File: config.mk
export PLATFORM = sky130hd
export DESIGN_NAME = mips_multicycle_core
export DESIGN_NICKNAME = d
export VERILOG_FILES = /design/src/rtl/mips_pkg.sv /design/src/rtl/mips_mc_regfile.sv /design/src/rtl/mips_multicycle_core.sv
export SDC_FILE = /design/constraint.sdc
export NUM_CORES = 2
export LEC_CHECK = 0
export CAP_MARGIN = 40
export CORE_AREA = 2 2 370 647
export CTS_CLUSTER_SIZE = 25
export DETAILED_ROUTE_END_ITERATION = 7
export DIE_AREA = 0 0 372 649
export HOLD_SLACK_MARGIN = 0.02
export PLACE_DENSITY = 0.46
export SLEW_MARGIN = 5
export SYNTH_ARGS = -nofsm -noshare
export SYNTH_HDL_FRONTEND = slang
export SYNTH_SLANG_ARGS = --single-unit
export TNS_END_PERCENT = 50
File: constraint.sdc
create_clock -name clk -period 7.21 [get_ports clk]
set_input_delay 1.8025 -clock clk [delete_from_list [all_inputs] [get_ports clk]]
set_output_delay 1.8025 -clock clk [all_outputs]
set_load 0.01 [all_outputs]
File: src/rtl/mips_pkg.sv
// Opcodes, funct codes, ALU encoding and FSM states shared by the multicycle MIPS core.
package mips_pkg;

    localparam logic [5:0] OP_RTYPE = 6'h00;
    localparam logic [5:0] OP_J     = 6'h02;
    localparam logic [5:0] OP_BEQ   = 6'h04;
    localparam logic [5:0] OP_BNE   = 6'h05;
    localparam logic [5:0] OP_ADDI  = 6'h08;
    localparam logic [5:0] OP_ORI   = 6'h0D;
    localparam logic [5:0] OP_LW    = 6'h23;
    localparam logic [5:0] OP_SW    = 6'h2B;

    localparam logic [5:0] FN_SLL = 6'h00;
    localparam logic [5:0] FN_ADD = 6'h20;
    localparam logic [5:0] FN_SUB = 6'h22;
    localparam logic [5:0] FN_AND = 6'h24;
    localparam logic [5:0] FN_OR  = 6'h25;
    localparam logic [5:0] FN_NOR = 6'h27;
    localparam logic [5:0] FN_SLT = 6'h2A;

    typedef enum logic [2:0] {
        ALU_ADD, ALU_SUB, ALU_AND, ALU_OR, ALU_NOR, ALU_SLT, ALU_SLL
    } alu_op_e;

    typedef enum logic [2:0] {
        FETCH, DECODE, EXEC, MEM, WB, TRAP
    } state_e;

    function automatic logic [31:0] sext16(input logic [15:0] v);
        return {{16{v[15]}}, v};
    endfunction

    // sll shifts the second operand (rt) by the instruction's shamt field.
    function automatic logic [31:0] alu_eval(input alu_op_e op, input logic [31:0] a,
                                             input logic [31:0] b, input logic [4:0] shamt);
        logic [31:0] r;
        case (op)
            ALU_SUB: r = a - b;
            ALU_AND: r = a & b;
            ALU_OR:  r = a | b;
            ALU_NOR: r = ~(a | b);
            ALU_SLT: r = {31'b0, $signed(a) < $signed(b)};
            ALU_SLL: r = b << shamt;
            default: r = a + b;
        endcase
        return r;
    endfunction

endpackage

File: src/rtl/mips_mc_regfile.sv
// 32x32 register file: two asynchronous read ports, one synchronous write port, $0 reads zero.
module mips_mc_regfile (
    input  logic        clk,
    input  logic        reset,
    input  logic [4:0]  ra1,
    input  logic [4:0]  ra2,
    output logic [31:0] rd1,
    output logic [31:0] rd2,
    input  logic        we,
    input  logic [4:0]  wa,
    input  logic [31:0] wd
);

    logic [31:0] regs [32];

    always_ff @(posedge clk or negedge reset) begin
        if (!reset) begin
            for (int i = 0; i < 32; i++) regs[i] <= '0;
        end else if (we && (wa != 5'd0)) begin
            regs[wa] <= wd;
        end
    end

    assign rd1 = (ra1 == 5'd0) ? '0 : regs[ra1];
    assign rd2 = (ra2 == 5'd0) ? '0 : regs[ra2];

endmodule

File: src/rtl/mips_multicycle_core.sv
// Multicycle MIPS core: one shared word memory behind a valid/ready handshake,
// FETCH/DECODE/EXEC/MEM/WB control FSM with a terminal TRAP state.
module mips_multicycle_core
    import mips_pkg::*;
#(
    parameter int          ADDR_WIDTH = 32,
    parameter logic [31:0] RESET_PC   = 32'h0040_0000
) (
    input  logic                  clk,
    input  logic                  reset,
    output logic                  mem_req_o,
    output logic                  mem_we_o,
    output logic [ADDR_WIDTH-1:0] mem_addr_o,
    output logic [31:0]           mem_wdata_o,
    input  logic [31:0]           mem_rdata_i,
    input  logic                  mem_ready_i,
    output logic [31:0]           alu_result_o,
    output logic [ADDR_WIDTH-1:0] pc_o,
    output logic                  retire_o,
    output logic                  trap_o
);

    state_e                state, state_n;
    logic [ADDR_WIDTH-1:0] pc, pc_n;
    logic [31:0]           ir, a_q, b_q, alu_out, mdr, alu_n;
    logic                  retire_q, retire_n;
    logic                  pc_we, ir_we, ab_we, alu_we, mdr_we, rf_we;

    logic [5:0]  opcode, funct;
    logic [4:0]  rs, rt, rd, shamt, rf_wa;
    logic [15:0] imm;
    logic [31:0] imm_sext, imm_zext, pc_ext, jump_target;
    logic [31:0] rs_val, rt_val, alu_b, alu_res, rf_wd;

    assign opcode   = ir[31:26];
    assign rs       = ir[25:21];
    assign rt       = ir[20:16];
    assign rd       = ir[15:11];
    assign shamt    = ir[10:6];
    assign funct    = ir[5:0];
    assign imm      = ir[15:0];
    assign imm_sext = sext16(imm);
    assign imm_zext = {16'h0, imm};
    assign pc_ext   = 32'(pc);

    logic    legal, use_imm, zext_imm, is_rtype, is_mem, is_branch, is_jump;
    logic    is_lw, is_sw, br_taken;
    alu_op_e alu_op;

    always_comb begin
        legal     = 1'b1;
        use_imm   = 1'b0;
        zext_imm  = 1'b0;
        is_rtype  = 1'b0;
        is_mem    = 1'b0;
        is_branch = 1'b0;
        is_jump   = 1'b0;
        alu_op    = ALU_ADD;
        case (opcode)
            OP_RTYPE: begin
                is_rtype = 1'b1;
                case (funct)
                    FN_ADD:  alu_op = ALU_ADD;
                    FN_SUB:  alu_op = ALU_SUB;
                    FN_AND:  alu_op = ALU_AND;
                    FN_OR:   alu_op = ALU_OR;
                    FN_NOR:  alu_op = ALU_NOR;
                    FN_SLT:  alu_op = ALU_SLT;
                    FN_SLL:  alu_op = ALU_SLL;
                    default: legal  = 1'b0;
                endcase
            end
            OP_ADDI: use_imm = 1'b1;
            OP_ORI: begin
                use_imm  = 1'b1;
                zext_imm = 1'b1;
                alu_op   = ALU_OR;
            end
            OP_LW, OP_SW: begin
                use_imm = 1'b1;
                is_mem  = 1'b1;
            end
            OP_BEQ, OP_BNE: is_branch = 1'b1;
            OP_J:           is_jump   = 1'b1;
            default:        legal     = 1'b0;
        endcase
    end

    assign is_lw       = (opcode == OP_LW);
    assign is_sw       = (opcode == OP_SW);
    assign alu_b       = use_imm ? (zext_imm ? imm_zext : imm_sext) : b_q;
    assign alu_res     = alu_eval(alu_op, a_q, alu_b, shamt);
    assign br_taken    = (a_q == b_q) ^ (opcode == OP_BNE);
    assign jump_target = {pc_ext[31:28], ir[25:0], 2'b00};
    assign rf_wa       = is_rtype ? rd : rt;
    assign rf_wd       = is_lw ? mdr : alu_out;

    mips_mc_regfile u_regfile (
        .clk   (clk),
        .reset (reset),
        .ra1   (rs),
        .ra2   (rt),
        .rd1   (rs_val),
        .rd2   (rt_val),
        .we    (rf_we),
        .wa    (rf_wa),
        .wd    (rf_wd)
    );

    always_ff @(posedge clk or negedge reset) begin
        if (!reset) state <= FETCH;
        else        state <= state_n;
    end

    always_comb begin
        state_n  = state;
        pc_we    = 1'b0;
        pc_n     = pc + ADDR_WIDTH'(4);
        ir_we    = 1'b0;
        ab_we    = 1'b0;
        alu_we   = 1'b0;
        alu_n    = alu_res;
        mdr_we   = 1'b0;
        rf_we    = 1'b0;
        retire_n = 1'b0;
        case (state)
            FETCH: begin
                if (mem_ready_i) begin
                    ir_we   = 1'b1;
                    pc_we   = 1'b1;
                    state_n = DECODE;
                end
            end
            DECODE: begin
                // Branch target is computed speculatively while operands are latched.
                ab_we   = 1'b1;
                alu_we  = 1'b1;
                alu_n   = pc_ext + {imm_sext[29:0], 2'b00};
                state_n = legal ? EXEC : TRAP;
            end
            EXEC: begin
                if (is_mem) begin
                    alu_we  = 1'b1;
                    state_n = (alu_res[1:0] != 2'b00) ? TRAP : MEM;
                end else if (is_branch) begin
                    pc_we    = br_taken;
                    pc_n     = alu_out[ADDR_WIDTH-1:0];
                    retire_n = 1'b1;
                    state_n  = FETCH;
                end else if (is_jump) begin
                    pc_we    = 1'b1;
                    pc_n     = jump_target[ADDR_WIDTH-1:0];
                    retire_n = 1'b1;
                    state_n  = FETCH;
                end else begin
                    alu_we  = 1'b1;
                    state_n = WB;
                end
            end
            MEM: begin
                if (mem_ready_i) begin
                    if (is_sw) begin
                        retire_n = 1'b1;
                        state_n  = FETCH;
                    end else begin
                        mdr_we  = 1'b1;
                        state_n = WB;
                    end
                end
            end
            WB: begin
                rf_we    = 1'b1;
                retire_n = 1'b1;
                state_n  = FETCH;
            end
            default: state_n = TRAP;
        endcase
    end

    always_ff @(posedge clk or negedge reset) begin
        if (!reset) begin
            pc       <= RESET_PC[ADDR_WIDTH-1:0];
            ir       <= '0;
            a_q      <= '0;
            b_q      <= '0;
            alu_out  <= '0;
            mdr      <= '0;
            retire_q <= 1'b0;
        end else begin
            if (pc_we)  pc <= pc_n;
            if (ir_we)  ir <= mem_rdata_i;
            if (ab_we) begin
                a_q <= rs_val;
                b_q <= rt_val;
            end
            if (alu_we) alu_out <= alu_n;
            if (mdr_we) mdr <= mem_rdata_i;
            retire_q <= retire_n;
        end
    end

    // Request is gated by reset so it drops the moment reset asserts.
    assign mem_req_o    = reset && ((state == FETCH) || (state == MEM));
    assign mem_we_o     = (state == MEM) && is_sw;
    assign mem_addr_o   = (state == MEM) ? alu_out[ADDR_WIDTH-1:0] : pc;
    assign mem_wdata_o  = b_q;
    assign alu_result_o = alu_out;
    assign pc_o         = pc;
    assign retire_o     = retire_q;
    assign trap_o       = (state == TRAP);

endmodule

After elaboration in Yosys (flattened, before gate mapping)
Index checks and enable logic that the tools add are counted.
{"block": "op_classes", "n_addsub": 4, "bitwise_logic": 7, "n_eq_ne": 28, "muxes": 61, "n_lt_le_gt_ge": 5, "reduce_logical": 19, "n_shift": 1}
{"operator": "bitwise mux 1024 bit", "count": 1}
{"operator": "two-way mux 32 bit", "count": 16}
{"operator": "binary-select mux 32 bit (select 5 bit)", "count": 2}
{"operator": "case mux 32 bit (6 select lines)", "count": 1}
{"operator": "demux 32 bit (select 5 bit)", "count": 1}
{"operator": "adder 32 bit", "count": 2}
{"operator": "== test 6 bit (second input constant)", "count": 8}
{"operator": "adder 32 x 3 -> 32 bit (second input constant)", "count": 1}
{"operator": "AND 32 bit", "count": 1}
{"operator": "== test 32 bit", "count": 1}
{"operator": "< comparator 32 bit", "count": 1}
{"operator": "NOT 32 bit", "count": 1}
{"operator": "bitwise OR 32 bit", "count": 1}
{"operator": "left shift 32 x 5 -> 32 bit", "count": 1}
{"operator": "subtractor 32 bit", "count": 1}
{"operator": "two-way mux 1 bit", "count": 24}
{"operator": "two-way mux 3 bit", "count": 8}
{"operator": "greater-or-equal comparator 6 bit (second input constant)", "count": 3}
{"operator": "NOT 5 -> 6 bit", "count": 3}
{"operator": "case mux 3 bit (6 select lines)", "count": 1}
{"operator": "== test 3 bit (second input constant)", "count": 5}
{"operator": "case mux 3 bit (5 select lines)", "count": 1}
{"operator": "OR reduction 7 bit", "count": 2}
{"operator": "== test 3 x 2 -> 1 bit (second input constant)", "count": 4}
{"operator": "22 further kinds", "count": 35}
{"block": "totals", "elab_cells": 166, "register_bits": 1220, "out_inout_bits": 132, "in_bits": 35}

Logic depth before layout (Yosys ltp)
{"block": "logic_depth", "depth_word": 11, "ltp_mapped": 21, "depth_no_buf": 16}

Hierarchy
Synthesis repeated with hierarchy kept, for this count alone.
{"block": "unflattened", "cells_unflattened": 5891, "area_unflattened_um2": 72321.9}
{"mod": "mips_mc_regfile", "n_inst": 1, "seq_area_each_um2": 25624.6, "cells_each": 3623, "area_per_inst_um2": 54380.9}
{"mod": "mips_multicycle_core", "n_inst": 1, "seq_area_each_um2": 4906.0, "cells_each": 2268, "area_per_inst_um2": 17941.0}

Worst setup path after synthesis
No wires, ideal clock.
{"block": "synth_timing", "path_kind": "reg2reg", "start": "register ir[27]", "end": "register alu_out[0] (netlist: alu_result_o[0])", "n_path_buf": 4, "synth_period_minus_slack_ns": 4.719, "path_slack_ns": 2.491, "arrival_ns": 4.609, "setup_time_ns": 0.110, "stages_incl_launch_ff": 21, "t_required_ns": 7.100, "path_cell_list": "dfrtp_1 > or4b_1 > o22ai_2 > buf_6 > clkbuf_1 > clkbuf_1 > nand2_1 > nand2_1 > inv_1 > ha_1 > buf_2 > nor3b_1 > a211o_1 > nand4bb_1 > a311oi_2 > o41ai_1 > a221oi_2 > o21ai_0 > nand2b_1 > a22oi_1 > o41ai_1"}
{"block": "synth_via", "elab_chain_cells": 8, "elab_cells_between_ends": 38, "classes_between": "add/sub (2); order compare (1); eq/ne (13); shift (1); mux (14); bitwise (3); reduce/logical (4)"}
{"item": "start: declaration", "line_no": "mips_multicycle_core.sv:25", "rtl": "logic [31:0] ir, a_q, b_q, alu_out, mdr, alu_n;"}
{"item": "start signal: assignment", "line_no": "mips_multicycle_core.sv:191", "rtl": "if (ir_we) ir <= mem_rdata_i;"}
{"item": "branches (longest 8 deep; another with adder 32 bit)"}
{"item": "end signal: assignment", "line_no": "mips_multicycle_core.sv:196", "rtl": "if (alu_we) alu_out <= alu_n;"}
{"item": "end: declaration", "line_no": "mips_multicycle_core.sv:25"}
Parallel ways; which one is timed is not known.
A chain may end at the register's enable or synchronous reset.

Final worst setup path
{"block": "layout_timing", "start": "register ir[29]", "end": "register alu_out[0] (netlist: alu_result_o[0])"}
The elaborated chain is that of the path after synthesis.

==> out/metrics.cfg <==
[place]
gp_routability_congestion = 1.012
io_buffers = 166
dp_cells = 10050
dpl.hpwl_um = 213700

[floorplan]
fp-row-count = 236
start_util = 0.2988
die_area_um2 = 241400
dieWidth_um = 372
die_height_um = 649
pin_count = 167
coreArea_um2 = 235900

[logic_synthesis]
synth_area_leaders = dfrtp_1 43%, mux4_2 12%, a21oi_1 6.0%
synth_area_um2 = 70500
netlist.area_leader.share = 0.4327
ys_top_cells_by_count = 1,219 x dfrtp_1, 848 x a21oi_1, 832 x nand2_1
syn_avg_cell_area_um2 = 9.727
async_reset_ff_frac = 1.000
yosysMostFrequentCell = dfrtp_1
ys.flop_type = dfrtp_1
synthMuxAreaShare = 0.1944
synthAdderAreaFrac = 0.02339
synth_xor_area_frac = 0.01303
syn_inst = 7248
yosysUniqueCellTypes = 88
ys_seq_elements = 1220
synth_edf_count = 0
yosysSeqAreaShare = 0.4330
synthSimpleGateAreaFrac = 0.1126
yosys_warnings = 0
synth_area_leader_cell = dfrtp_1
synth_top_family_by_area = multiplexers
synth_compound_gate_area_share = 0.1790
synthesis.nets = 7413

[critical_path]
crit_chain = or4b_1 -> o22ai_4 -> buf_4 -> nand2_1 -> nand2_1 -> inv_1 -> ha_1 -> nor3b_1 -> a211oi_1 -> nand4bb_1 -> a311oi_2 -> o41ai_1 -> buf_4 -> a221oi_2 -> o21ai_0 -> nand2b_1 -> a22oi_1 -> o41ai_1
regToRegEndpoint = alu_result_o[0]
crit_fanout = 24
worst_path_max_delay_cell = a311oi_2
cpPeakStageDelay_ns = 0.67
endpoint_kind = flip-flop
reg2reg_depth = 18
worstPathRequired_ns = 7.87
path_class = reg -> reg
cp-start-kind = flip-flop
critPathBufInv = 3
rrSetupSlack_ns = 1.07
critPathArrivalTime_ns = 6.79
r2r-start = ir[29]
path_delay_family = compound AO/OA/AOI/OAI gates

[worst_hold_path]
hold_end = u_regfile.regs[1002]
worstHoldStart = u_regfile.regs[1002]
holdPathStages = 0
hold_class = reg -> reg

[grt]
grt_max_degree = 176
grt_overflow = 0
antenna_found_initial = 20
grtUsageTotal = 0.2638
grt_pass1_vias = 58970
grt_first_pass_wirelength_um = 456600

[final_layout]
layout.nets = 7247
drive_gt1_frac = 0.1515
syn_to_final_growth_pct = 14.36
stdcell_count = 10290
utilization = 0.3417

[sta]
setup_violations = 0
tightest_slew_ns = 1.102
max_freq_ghz = 0.1629
rsz0062_at_grt = no
finalClockSkew_ns = 0.03699
period_share = 0.8514
slew_headroom = 0.2656
fin_crit_ns = 6.138
hold_viol_final = 0
maxSlewViolCount = 0
timing.setup.tns_ns = 0

[clock_tree]
h-tree-depth = 3
postCtsSetupRepairBufs = 0
worstSkewPairLatency_ns = 0.77
cts_tree = yes
path_clk_slew_ns = 0.07
cts_made_buffers = 117
clock_sinks = 1220
holdBufCountCts = 0
cts_buffer_depth = 3
root_buffer = clkbuf_16
cts_resized = 0

[power]
ir_worst_vdd_v = 0.0003024
leakage_nw = 33.41
report.power.total_mw = 40.48
p_per_area_nw_per_um2 = 502.1

[detailed_routing]
ant_nets = 0
viasPerCell = 5.712
dr.pass1.iters = 6
vias = 58750
drtIter0Drc = 5011
drt-total-wl_um = 321800
drc_errors = 0
routedWlPerCell_um = 31.29

[job]
drv_cap = 0

[outcome]
outcome = finished, final reports clean

stage by stage:
step | cell area [µm²] | hold slack, ns | worst slack [ns]
after floorplan | 70500 | 0.4451 | 2.491
after global placement | 75820 | 0.3804 | 1.084
after detailed placement | 76440 | 0.3875 | 1.189
after CTS | 80490 | 0.4022 | 1.173
after global routing | 80610 | 0.4109 | 0.8934
final | 80620 | 0.3986 | 1.072
cells by family after synthesis:
kind of cell / Yosys count
adder cells (fa/ha/maj): 130
XOR/XNOR: 104
flip-flops: 1220
AND/OR/NAND/NOR: 1933
buffers and inverters: 809
multiplexers: 872
AO/OA/AOI/OAI: 2180
worst max path at each step:
stage / slack [ns] / end / startpoint / cells past startpoint
detailed placement: 1.19 / alu_result_o[0] / ir[29] / 16
global route: 0.89 / alu_result_o[0] / ir[29] / 18
floorplan: 2.49 / alu_result_o[0] / ir[27] / 20
CTS: 1.17 / alu_result_o[0] / ir[29] / 16
global placement: 1.08 / alu_result_o[29] / ir[29] / 18
finish: 1.07 / alu_result_o[0] / ir[29] / 18
final cells by class:
| type | instances | area [µm²] |
|---|---|---|
| antenna | 11 | 27.53 |
| clock buffer | 166 | 3385 |
| clock inverter | 51 | 658.1 |
| fill | 23880 | 155300 |
| inverter | 121 | 456.7 |
| multi-input combinational | 5219 | 37520 |
| sequential | 1220 | 30570 |
| tap | 3094 | 3871 |
| timing repair buffer | 403 | 4141 |
per-layer routing:
layer / share of wire / GRT usage
met1: 0.37 / 0.2973
met5: 0.00024 / 0
met3: 0.049 / 0.03933
met4: 0.078 / 0.1754
met2: 0.51 / 0.4577
flip-flops by register name (all words and copies together) (netlist names):
signal,count
mem_wdata_o,32
u_regfile.regs,1024
mdr,32
a_q,32
state,3
retire_o,1
alu_result_o,32
ir,32
pc_o,32
cell usage in the layout (no fill, tap or decap), types with 23 or more instances in the layout:
| cell type | Yosys | layout |
|---|---|---|
| a21o_1 | 32 | 32 |
| buf_12 | 0 | 26 |
| clkbuf_16 | 0 | 119 |
| o221ai_1 | 90 | 90 |
| mux2i_1 | 357 | 325 |
| o211ai_1 | 37 | 37 |
| clkbuf_1 | 547 | 24 |
| dfrtp_1 | 1219 | 1209 |
| a22o_1 | 38 | 38 |
| nand3_1 | 56 | 56 |
| a21oi_1 | 848 | 845 |
| mux4_2 | 382 | 382 |
| ha_1 | 127 | 127 |
| buf_4 | 1 | 180 |
| a221oi_1 | 39 | 39 |
| clkdlybuf4s50_1 | 0 | 165 |
| nand2_1 | 832 | 817 |
| clkbuf_8 | 0 | 23 |
| clkinv_2 | 0 | 24 |
| mux2i_4 | 0 | 23 |
| nor2_1 | 793 | 774 |
| xnor2_1 | 90 | 90 |
| o22ai_1 | 156 | 156 |
| nor3_1 | 82 | 80 |
| a22oi_1 | 29 | 29 |
| a31oi_1 | 29 | 29 |
| a211oi_1 | 49 | 48 |
| mux2_2 | 131 | 131 |
| o21ai_0 | 708 | 706 |
| or2_2 | 27 | 26 |
| inv_1 | 119 | 118 |
where the power goes:
part / switching [mW] / total [mW] / internal, mW / leakage (nW)
Combinational: 13.1 / 21.3 / 8.26 / 15.2
Sequential: 3.07 / 12.4 / 9.33 / 16.2
Clock: 3.02 / 6.73 / 3.71 / 2.00
Total: 19.2 / 40.5 / 21.3 / 33.4
Power figures use the tool's default switching activity.
